### config.mk
export PLATFORM = sky130hd
export DESIGN_NAME = npe_topk
export DESIGN_NICKNAME = d
export VERILOG_FILES = /design/src/rtl/npe_topk_pkg.sv /design/src/rtl/npe_topk_slot.sv /design/src/rtl/npe_topk.sv
export SDC_FILE = /design/constraint.sdc
export NUM_CORES = 1
export LEC_CHECK = 0
export ABC_AREA = 1
export CORE_MARGIN = 2
export CORE_UTILIZATION = 57
export CTS_CLUSTER_SIZE = 40
export DETAILED_ROUTE_END_ITERATION = 8
export HOLD_SLACK_MARGIN = 0.02
export PLACE_DENSITY_LB_ADDON = 0.25
export SETUP_SLACK_MARGIN = 0.02
export SLEW_MARGIN = 5
export SYNTH_ARGS = -nofsm -noshare
export SYNTH_HDL_FRONTEND = slang
export SYNTH_HIERARCHICAL = 1
export SYNTH_SLANG_ARGS = --single-unit
### constraint.sdc
create_clock -name i_clk -period 4.6 [get_ports i_clk]
set_input_delay 0.69 -clock i_clk [delete_from_list [all_inputs] [get_ports i_clk]]
set_output_delay 0.69 -clock i_clk [all_outputs]
set_load 0.01 [all_outputs]
### src/rtl/npe_topk_pkg.sv
// rtl/npe_topk_pkg.sv - shared state encoding and element compare for the top-K selector
package npe_topk_pkg;

    localparam logic [1:0] IDLE = 2'd0;
    localparam logic [1:0] LOAD = 2'd1;
    localparam logic [1:0] OUT  = 2'd2;

    localparam int CMP_W = 64;

    // Flipping the sign bit maps two's complement onto offset binary, so one
    // unsigned compare serves both modes. Operands arrive zero-extended.
    function automatic logic val_gt(input logic [CMP_W-1:0] a,
                                    input logic [CMP_W-1:0] b,
                                    input logic [5:0]       msb,
                                    input logic             sgn);
        logic [CMP_W-1:0] flip;
        flip      = '0;
        flip[msb] = sgn;
        return (a ^ flip) > (b ^ flip);
    endfunction

endpackage

### src/rtl/npe_topk_slot.sv
// rtl/npe_topk_slot.sv - one entry of the sorted top-K list with its compare and shift-in mux
module npe_topk_slot
    import npe_topk_pkg::*;
#(
    parameter int DATA_WIDTH  = 8,
    parameter int INDEX_WIDTH = 16
) (
    input  logic                   clk,
    input  logic                   rst_n,
    input  logic                   clear,
    input  logic                   load,
    input  logic                   sgn,
    input  logic [DATA_WIDTH-1:0]  elem_val,
    input  logic [INDEX_WIDTH-1:0] elem_idx,
    input  logic [DATA_WIDTH-1:0]  prev_val,
    input  logic [INDEX_WIDTH-1:0] prev_idx,
    input  logic                   prev_occ,
    input  logic                   prev_ins,
    output logic [DATA_WIDTH-1:0]  val,
    output logic [INDEX_WIDTH-1:0] idx,
    output logic                   occ,
    output logic                   ins,
    output logic [DATA_WIDTH-1:0]  nxt_val,
    output logic [INDEX_WIDTH-1:0] nxt_idx,
    output logic                   nxt_occ
);

    // Strictly greater keeps an equal older entry ahead of the new element.
    assign ins = !occ || val_gt(CMP_W'(elem_val), CMP_W'(val), 6'(DATA_WIDTH-1), sgn);

    always_comb begin
        nxt_val = val;
        nxt_idx = idx;
        nxt_occ = occ;
        if (load && prev_ins) begin
            nxt_val = prev_val;
            nxt_idx = prev_idx;
            nxt_occ = prev_occ;
        end else if (load && ins) begin
            nxt_val = elem_val;
            nxt_idx = elem_idx;
            nxt_occ = 1'b1;
        end
    end

    always_ff @(posedge clk or negedge rst_n) begin
        if (!rst_n) begin
            val <= '0;
            idx <= '0;
            occ <= 1'b0;
        end else if (clear) begin
            val <= '0;
            idx <= '0;
            occ <= 1'b0;
        end else begin
            val <= nxt_val;
            idx <= nxt_idx;
            occ <= nxt_occ;
        end
    end

endmodule

### src/rtl/npe_topk.sv
// rtl/npe_topk.sv - streaming top-K selector: serialises beats into a sorted list, then emits it
module npe_topk
    import npe_topk_pkg::*;
#(
    parameter int DATA_WIDTH  = 8,
    parameter int DATA_COPIES = 32,
    parameter int TOPK        = 5,
    parameter int INDEX_WIDTH = 16,
    parameter int CNT_WIDTH   = 6
) (
    input  logic                              i_clk,
    input  logic                              i_rst_n,
    input  logic                              i_clear,
    input  logic                              i_signed,
    input  logic [DATA_COPIES*DATA_WIDTH-1:0] i_data,
    input  logic                              i_data_vld,
    output logic                              o_data_rdy,
    input  logic                              i_last,
    input  logic [CNT_WIDTH-1:0]              i_lane_cnt,
    output logic [DATA_WIDTH-1:0]             o_res_data,
    output logic [INDEX_WIDTH-1:0]            o_res_idx,
    output logic                              o_res_vld,
    input  logic                              i_res_rdy,
    output logic                              o_res_last,
    output logic                              o_idx_ovf
);

    localparam int LANE_N = 2**CNT_WIDTH;
    localparam int PTR_W  = $clog2(TOPK+1);
    localparam int NSEL   = 2**PTR_W;

    logic [1:0]                        state, nxt_state;
    logic [DATA_COPIES*DATA_WIDTH-1:0] beat;
    logic                              beat_sgn, beat_last;
    logic [CNT_WIDTH-1:0]              lane_cnt, lane_ptr;
    logic [INDEX_WIDTH-1:0]            cnt;
    logic                              cnt_full, idx_ovf;
    logic [PTR_W-1:0]                  out_ptr, nxt_ptr;
    logic                              data_rdy, nxt_rdy;
    logic                              res_vld, nxt_vld, res_last, nxt_last;
    logic [DATA_WIDTH-1:0]             res_data, nxt_data;
    logic [INDEX_WIDTH-1:0]            res_idx, nxt_idx;

    logic accept, final_lane, res_hs, done, load_en, slot_clear;
    logic [DATA_WIDTH-1:0] lanes [LANE_N];

    logic [DATA_WIDTH-1:0]  c_val [TOPK+1];
    logic [INDEX_WIDTH-1:0] c_idx [TOPK+1];
    logic                   c_occ [TOPK+1];
    logic                   c_ins [TOPK+1];
    logic [DATA_WIDTH-1:0]  n_val [NSEL];
    logic [INDEX_WIDTH-1:0] n_idx [NSEL];
    logic                   n_occ [NSEL];

    assign accept     = i_data_vld && data_rdy;
    assign final_lane = (lane_ptr == lane_cnt - CNT_WIDTH'(1));
    assign res_hs     = res_vld && i_res_rdy;
    assign done       = (state == OUT) && res_hs && res_last;
    assign load_en    = (state == LOAD) && !i_clear;
    assign slot_clear = i_clear || done;

    for (genvar l = 0; l < LANE_N; l++) begin : g_lane
        if (l < DATA_COPIES) begin : g_real
            assign lanes[l] = beat[l*DATA_WIDTH +: DATA_WIDTH];
        end else begin : g_pad
            assign lanes[l] = '0;
        end
    end

    assign c_val[0] = '0;
    assign c_idx[0] = '0;
    assign c_occ[0] = 1'b0;
    assign c_ins[0] = 1'b0;

    for (genvar k = 0; k < TOPK; k++) begin : g_slot
        npe_topk_slot #(.DATA_WIDTH(DATA_WIDTH), .INDEX_WIDTH(INDEX_WIDTH)) u_slot (
            .clk(i_clk), .rst_n(i_rst_n), .clear(slot_clear), .load(load_en),
            .sgn(beat_sgn), .elem_val(lanes[lane_ptr]), .elem_idx(cnt),
            .prev_val(c_val[k]), .prev_idx(c_idx[k]), .prev_occ(c_occ[k]), .prev_ins(c_ins[k]),
            .val(c_val[k+1]), .idx(c_idx[k+1]), .occ(c_occ[k+1]), .ins(c_ins[k+1]),
            .nxt_val(n_val[k]), .nxt_idx(n_idx[k]), .nxt_occ(n_occ[k])
        );
    end

    // Empty padding lets the "is the next slot occupied" lookup run past TOPK-1.
    for (genvar k = TOPK; k < NSEL; k++) begin : g_npad
        assign n_val[k] = '0;
        assign n_idx[k] = '0;
        assign n_occ[k] = 1'b0;
    end

    always_ff @(posedge i_clk or negedge i_rst_n) begin
        if (!i_rst_n) state <= IDLE;
        else          state <= nxt_state;
    end

    always_comb begin
        nxt_state = state;
        case (state)
            IDLE:    if (accept) nxt_state = LOAD;
            LOAD:    if (final_lane) nxt_state = beat_last ? OUT : IDLE;
            OUT:     if (res_hs && res_last) nxt_state = IDLE;
            default: nxt_state = IDLE;
        endcase
        if (i_clear) nxt_state = IDLE;
    end

    // Entering OUT reads the slot next-values so slot 0 already holds the final insertion.
    always_comb begin
        nxt_rdy  = (nxt_state == IDLE);
        nxt_vld  = res_vld;
        nxt_last = res_last;
        nxt_data = res_data;
        nxt_idx  = res_idx;
        nxt_ptr  = out_ptr;
        if (i_clear) begin
            nxt_vld  = 1'b0;
            nxt_last = 1'b0;
        end else if (state == LOAD && final_lane && beat_last) begin
            nxt_vld  = 1'b1;
            nxt_ptr  = '0;
            nxt_data = n_val[0];
            nxt_idx  = n_idx[0];
            nxt_last = !n_occ[1];
        end else if (state == OUT && res_hs) begin
            if (res_last) begin
                nxt_vld  = 1'b0;
                nxt_last = 1'b0;
            end else begin
                nxt_ptr  = out_ptr + PTR_W'(1);
                nxt_data = n_val[out_ptr + PTR_W'(1)];
                nxt_idx  = n_idx[out_ptr + PTR_W'(1)];
                nxt_last = !n_occ[out_ptr + PTR_W'(2)];
            end
        end
    end

    always_ff @(posedge i_clk or negedge i_rst_n) begin
        if (!i_rst_n) begin
            data_rdy <= 1'b1;
            res_vld  <= 1'b0;
            res_last <= 1'b0;
            res_data <= '0;
            res_idx  <= '0;
            out_ptr  <= '0;
        end else begin
            data_rdy <= nxt_rdy;
            res_vld  <= nxt_vld;
            res_last <= nxt_last;
            res_data <= nxt_data;
            res_idx  <= nxt_idx;
            out_ptr  <= nxt_ptr;
        end
    end

    always_ff @(posedge i_clk or negedge i_rst_n) begin
        if (!i_rst_n) begin
            beat      <= '0;
            beat_sgn  <= 1'b0;
            beat_last <= 1'b0;
            lane_cnt  <= '0;
            lane_ptr  <= '0;
        end else if (accept && !i_clear) begin
            beat      <= i_data;
            beat_sgn  <= i_signed;
            beat_last <= i_last;
            lane_cnt  <= (i_last && i_lane_cnt != '0) ? i_lane_cnt : CNT_WIDTH'(DATA_COPIES);
            lane_ptr  <= '0;
        end else if (state == LOAD) begin
            lane_ptr  <= lane_ptr + CNT_WIDTH'(1);
        end
    end

    // cnt_full marks that the all-ones index has been handed out once already.
    always_ff @(posedge i_clk or negedge i_rst_n) begin
        if (!i_rst_n) begin
            cnt      <= '0;
            cnt_full <= 1'b0;
            idx_ovf  <= 1'b0;
        end else if (slot_clear) begin
            cnt      <= '0;
            cnt_full <= 1'b0;
            idx_ovf  <= 1'b0;
        end else if (state == LOAD) begin
            if (cnt_full)  idx_ovf  <= 1'b1;
            else if (&cnt) cnt_full <= 1'b1;
            else           cnt      <= cnt + INDEX_WIDTH'(1);
        end
    end

    assign o_data_rdy = data_rdy;
    assign o_res_vld  = res_vld;
    assign o_res_last = res_last;
    assign o_res_data = res_data;
    assign o_res_idx  = res_idx;
    assign o_idx_ovf  = idx_ovf;

endmodule

==> flow_summary.toml, run 1 <==
[status]
status = "finished, final reports clean"

[setup_path]
critPathCaptureType = "register"
timing.critical_path.arrival_ps = 4830
worst-path-buf-inv = 5
worstPathRequired_ps = 5080
crit_slowest_cell = "nor2_2"
worstReg2RegEnd = "o_res_data[4]"
rrSetupSlack_ps = 250
cp-start-kind = "register"
cp_top_family = "simple AND/OR/NAND/NOR gates"
crit_type = "register to register"
r2r_cells = 30
rr_startpoint = "lane_ptr[0]"
crit_start = "lane_ptr[0]"
cp_common_cell = "nand2_1"
slowest_delay_ps = 540
worstSetupEndpoint = "o_res_data[4]"
crit_fanout = 12
worst-path-stages = 30

[sta]
clock_skew_ps = 9.78
slew_violations = 0
period_share = 0.946
slew_headroom = 0.252
finalSetupViolCount = 0
hold_viol_final = 0
rsz0062_at_grt = "yes"
timing.fmax_mhz = 230
worst_pin_slew_ps = 1120
holdWs_ps = 143
period_needed_ps = 4350

[pwr]
p_leak_nw = 15.9
ir_drop_mv = 0.272
combPwrFrac = 0.365
intPower_mw = 8.67
sequentialPowerShare = 0.349
power.share.clock = 0.287
powerDensity_nw_per_um2 = 445
switchingPower_mw = 5.18
switching_share = 0.374
total_power_mw = 13.9

[drt]
wl_met3_um = 7360
met2_wirelength_um = 38600
drt_iter0_markers = 3167
wl_um = 82700
drcViolationCount = 0
ant_nets = 0
vias = 25700
viasPerCell = 5.65
met1_length_um = 32100
top_layer = "met4"
dr.pass1.iters = 8
routedWlPerCell_um = 18.2

[synth]
yosys_warnings = 6
synth_area_leader_cell = "dfrtp_1"
synth-seq-area-share = 0.441
ys_types = 39
synthTopCellsByArea = "dfrtp_1 44%, nand2_1 21%, nand3_1 6.6%"
syn_area_per_cell_um2 = 6.95
synth-seq-cells = 445
postSynthCellCount = 3633
yosysTopAreaCellShare = 0.440
syn_area_um2 = 25300

[placement]
port-buffer-count = 296
detailed_place_hpwl_um = 56400
place_congestion = 0.924
place_area_um2 = 29300

[global_route]
track_usage = 0.354
grt_pass1_vias = 24400
grt_max_degree = 269
grt_pass1_wl_um = 130000
antenna_found_initial = 2
grt.overflow.total = 0

[final_layout]
design_area_um2 = 31100
area_growth_pct = 23.3
nNetsFinal = 4234
drive_above_1_share = 0.0682

[cts]
cts.path.max_buffers = 3
htree_num_levels = 2
clk_latency_ps = 600
cts_tree = "built"
clockRootBuffer = "clkbuf_16"
numCtsBuffers = 48
path_clk_slew_ps = 60
cts.sink_count = 445

[floorplanning]
die_w_um = 214
ios = 297
core-area_um2 = 43900
rows = 77
die_area_um2 = 46000
die_h_um = 214
start_util = 0.575

[min_path]
hold_class = "input port to asynchronous set/reset pin"

[run]
max-cap-violations = 0
[per-layer routing]
metal,vias up,global-route usage
met3,294,0.0555
met4,0,0.197
met1,12000,0.459
met2,1380,0.571
li1,12100,-
met5,-,0
[worst register-to-register path, delay by kind of cell, from the launching register on]
family	cells	cell delay, ps
fa+ha+maj	1	360
flops	1	520
simple gates	19	1850
buf+inv	5	740
compound gates	5	750
[cells by family (layout without fill, tap and decap cells)]
group           after synthesis  after routing  synth area share
buf+inv                     558            859            0.0901
other cells                   1             28          0.000148
flops                       445            445             0.441
fa+ha+maj                    44             44            0.0218
compound gates              486            486             0.105
simple gates               2080           2080             0.336
xor+xnor                     19             19           0.00659
[Yosys cell counts]
library cell and count:
buf_2 58, dfstp_2 1, o22a_1 5, nand2_2 11, nor2_4 1, nor4_1 3, or2_2 3, a31oi_1 6
o22ai_1 63, nor3_1 5, a211oi_1 1, o31ai_1 6, and2_1 1, nand4_1 15, nand2_4 12, ha_1 44
clkbuf_1 117, nand2_1 1422, o21ai_1 5, a21oi_1 145, nor2_1 258, nor2_2 8, nor2b_1 5, buf_1 20
buf_6 12, nand3_1 331, dfrtp_1 444, conb_1 1, a21o_1 5, o21ai_0 221, xnor2_1 7, inv_2 5
inv_1 341, buf_4 5, o211ai_1 29, nor3_2 2, xor2_1 12, nand3_4 1, nand3_2 2
[power by group through the flow]
stage / logic [mW] / clock network, mW / registers [mW]
after detailed placement: 4.77 / 0 / 4.88
final: 5.05 / 3.97 / 4.83
after CTS: 4.82 / 4.00 / 4.82
after floorplan: 3.10 / 0 / 4.75
after global routing: 5.59 / 4.15 / 4.89
after global placement: 4.67 / 0 / 4.87
[cell type report]
type                            count  area, um^2
Sequential cell                   445       11100
Tap cell                          592         741
Timing Repair Buffer              425        4300
Clock buffer                       67        1390
Antenna cell                        2        5.00
Multi-Input combinational cell   2655       12100
Inverter                          346        1310
Fill cell                        3621       12800
Clock inverter                     21         198
[cell usage in the layout, fill, tap and decap left out, types with 9 or more instances in the layout]
master	Yosys	layout
nand2_1	1422	1422
dfrtp_1	444	442
inv_1	341	338
nand3_1	331	331
clkdlybuf4s50_1	0	295
nor2_1	258	253
o21ai_0	221	214
a21oi_1	145	144
buf_4	5	89
o22ai_1	63	63
clkbuf_16	0	50
ha_1	44	44
o211ai_1	29	29
conb_1	1	26
buf_12	0	22
nand4_1	15	15
buf_6	12	13
xor2_1	12	12
clkinv_2	0	12
nand2_2	11	11
o21ai_1	5	11
clkbuf_8	0	10
nor2_2	8	9
[worst min-delay path by stage]
stage,from,endpoint,slack [ps],cells after the start
floorplan,i_rst_n,beat[0],390,0
global placement,beat[117],beat[117],450,2
detailed placement,beat[239],beat[239],450,2
CTS,i_rst_n,g_slot[2].u_slot/idx[13],160,1
global route,i_rst_n,g_slot[3].u_slot/idx[14],210,1
finish,i_rst_n,g_slot[3].u_slot/idx[14],140,1
[registers in the layout (all words and copies together), names as in the netlist]
signal,count
g_slot.u_slot/idx,80
beat,256
state,2
o_idx_ovf,1
o_res_idx,16
g_slot.u_slot/val,40
o_res_data,8
g_slot.u_slot/occ,5
cnt_full,1
o_res_last,1
cnt,16
o_data_rdy,1
o_res_vld,1
out_ptr,3
beat_sgn,1
lane_cnt,6
lane_ptr,6
beat_last,1
[metrics by stage]
step / cells / worst slack, ps / setup TNS (ps) / util
after floorplan: 3658 / 348 / 0 / -
after global placement: 4456 / 89.8 / 0 / 0.667
after detailed placement: 4456 / 74.6 / 0 / 0.667
after CTS: 4544 / 26.4 / 0 / 0.703
after global routing: 4553 / -8.71 / -16.4 / 0.709
final: 4553 / 247 / 0 / 0.709
[timing repair]
item                                    in CTS  in global routing
resized for setup                            2                 47
endpoints found under the setup margin       1                 25
gates cloned                                 0                  1
pin swaps                                    0                  7
setup buffers                                0                  6
hold buffers                                 0                  0
No activity file was read; power rests on OpenSTA's default activity.
==> run 2, diff against run 1 <==
--- a/config.mk
+++ b/config.mk
@@ -7,9 +7,10 @@
 export LEC_CHECK = 0
 export ABC_AREA = 1
 export CORE_MARGIN = 2
-export CORE_UTILIZATION = 57
+export CORE_UTILIZATION = 40
 export CTS_CLUSTER_SIZE = 40
 export DETAILED_ROUTE_END_ITERATION = 8
+export DONT_BUFFER_PORTS = 1
 export HOLD_SLACK_MARGIN = 0.02
 export PLACE_DENSITY_LB_ADDON = 0.25
 export SETUP_SLACK_MARGIN = 0.02
==> flow_summary.toml, run 2 (synthesis gave the netlist of run 1 again) <==
[placement]
port-buffer-count = 0
place_area_um2 = 26400
detailed_place_hpwl_um = 56500
place_congestion = 0.851

[setup_path]
r2r_cells = 28
crit_type = "register to register"
crit_slowest_cell = "dfrtp_4"
cp_common_cell = "nand2_1"
crit_fanout = 12
timing.critical_path.arrival_ps = 4890
worstPathRequired_ps = 5080
slowest_delay_ps = 580
cp-start-kind = "register"
critPathCaptureType = "register"

[global_route]
grt_max_degree = 446
grt.overflow.total = 0
antenna_found_initial = 1
track_usage = 0.258
grt_pass1_wl_um = 130000
grt_pass1_vias = 22100

[final_layout]
layout_common_cells = "1411 x nand2_1, 442 x dfrtp_1, 338 x inv_1, 322 x nand3_1, 249 x nor2_1"
nNetsFinal = 3920
largest_register = "beat"
drive_above_1_share = 0.0777
design_area_um2 = 28900
largestRegisters = "beat: 256 flops, g_slot.u_slot/idx: 80 flops, g_slot.u_slot/val: 40 flops"
area_growth_pct = 14.6
largest_reg_flops = 256
layout_commonest_cell = "nand2_1"
fillers = 6365

[cts]
clk_latency_ps = 600
htree_num_levels = 2
clockRootBuffer = "clkbuf_16"
path_clk_slew_ps = 60
cts.sink_count = 445
cts.path.max_buffers = 3
cts_tree = "built"
numCtsBuffers = 50

[floorplanning]
die_h_um = 255
core-area_um2 = 62700
rows = 92
ios = 297
start_util = 0.403
die_w_um = 255
die_area_um2 = 65200

[drt]
viasPerCell = 5.23
wl_um = 86500
ant_nets = 0
dr.pass1.iters = 5
vias = 23500
routedWlPerCell_um = 19.3
drcViolationCount = 0
drt_iter0_markers = 2166

[pwr]
p_leak_nw = 14.8
ir_drop_mv = 0.329
powerDensity_nw_per_um2 = 493

[sta]
slew_headroom = -0.506
timing.fmax_mhz = 227
hold_viol_final = 80
period_share = 0.957
holdWs_ps = -170
period_needed_ps = 4400
slew_violations = 251
rsz0062_at_grt = "yes"
clock_skew_ps = 15.7
finalSetupViolCount = 0
worst_pin_slew_ps = 2260

[status]
status = "finished with violations"
violations = "hold timing, slew limit"

[run]
max-cap-violations = 0

[min_path]
hold_class = "input port to asynchronous set/reset pin"
run 2: cell types whose count changed in the layout (fill, tap and decap cells not counted), moves of 5 or more:
| cell | previous run | this run |
|---|---|---|
| buf_4 | 89 | 61 |
| bufinv_16 | 3 | 10 |
| clkbuf_16 | 50 | 59 |
| clkdlybuf4s50_1 | 295 | 0 |
| clkinv_2 | 12 | 7 |
| nand2_1 | 1422 | 1411 |
| nand2_2 | 11 | 20 |
| nand2_8 | 6 | 11 |
| nand3_1 | 331 | 322 |
| nand3_2 | 2 | 10 |
| nor2_2 | 9 | 15 |
| o21ai_0 | 214 | 196 |
| o21ai_1 | 11 | 25 |
run 2: worst paths after layout:
kind | end | slack (ps) | start
worst max register to register | o_res_data[3] | 200 | lane_ptr[0]
max in group asynchronous | lane_ptr[0] | 2980 | i_rst_n
min in group i_clk | state[1] | 150 | i_clear
worst min-delay path | g_slot[4].u_slot/val[3] | -170 | i_rst_n
worst min register to register | beat[104] | 460 | beat[104]
worst max-delay path | o_res_data[3] | 200 | lane_ptr[0]
run 2: layout make-up:
cell class / count / area, um^2 / share of cell area
clock buffers: 68 / 1460 / 0.0505
well taps: 846 / 1060 / 0.0366
repair buffers: 106 / 1300 / 0.0450
clock inverters: 20 / 379 / 0.0131
multi-input cells: 2658 / 12300 / 0.424
diodes: 1 / 2.50 / 0.0000865
flip-flops and latches: 445 / 11100 / 0.385
inverters: 346 / 1330 / 0.0458
run 2: timing repair:
item                       CTS  global route
hold endpoints to repair   444           444
gates resized for setup      0           121
setup endpoints to repair    0            25
setup buffers                0            10
run 2: worst max-delay path: cells and delay by family (launching register included):
family | cells | cell delay [ps]
compound gates | 6 | 1090
xor+xnor | 1 | 140
fa+ha+maj | 1 | 350
buf+inv | 3 | 450
flops | 1 | 580
simple gates | 17 | 1640
run 2: routing by layer:
layer	GRT usage	wire length, um	up-vias
met3	0.0415	6270	166
li1	-	-	11400
met4	0.0705	2620	0
met5	0	0	-
met2	0.430	41300	884
met1	0.349	36300	11000
run 2: through the flow:
step	util	setup TNS (ps)	instances	setup slack [ps]	power [mW]
final	0.461	0	4490	199	14.3
after global routing	0.461	-298	4489	-37.4	15.1
after CTS	0.450	0	4469	89.6	13.9
after detailed placement	0.420	0	4381	118	9.42
after global placement	0.420	0	4381	131	9.39
after floorplan	-	0	3658	348	7.85
run 2: power breakdown:
group	internal, mW	switching (mW)
logic	1.81	3.12
clock network	2.78	1.72
registers	4.46	0.380
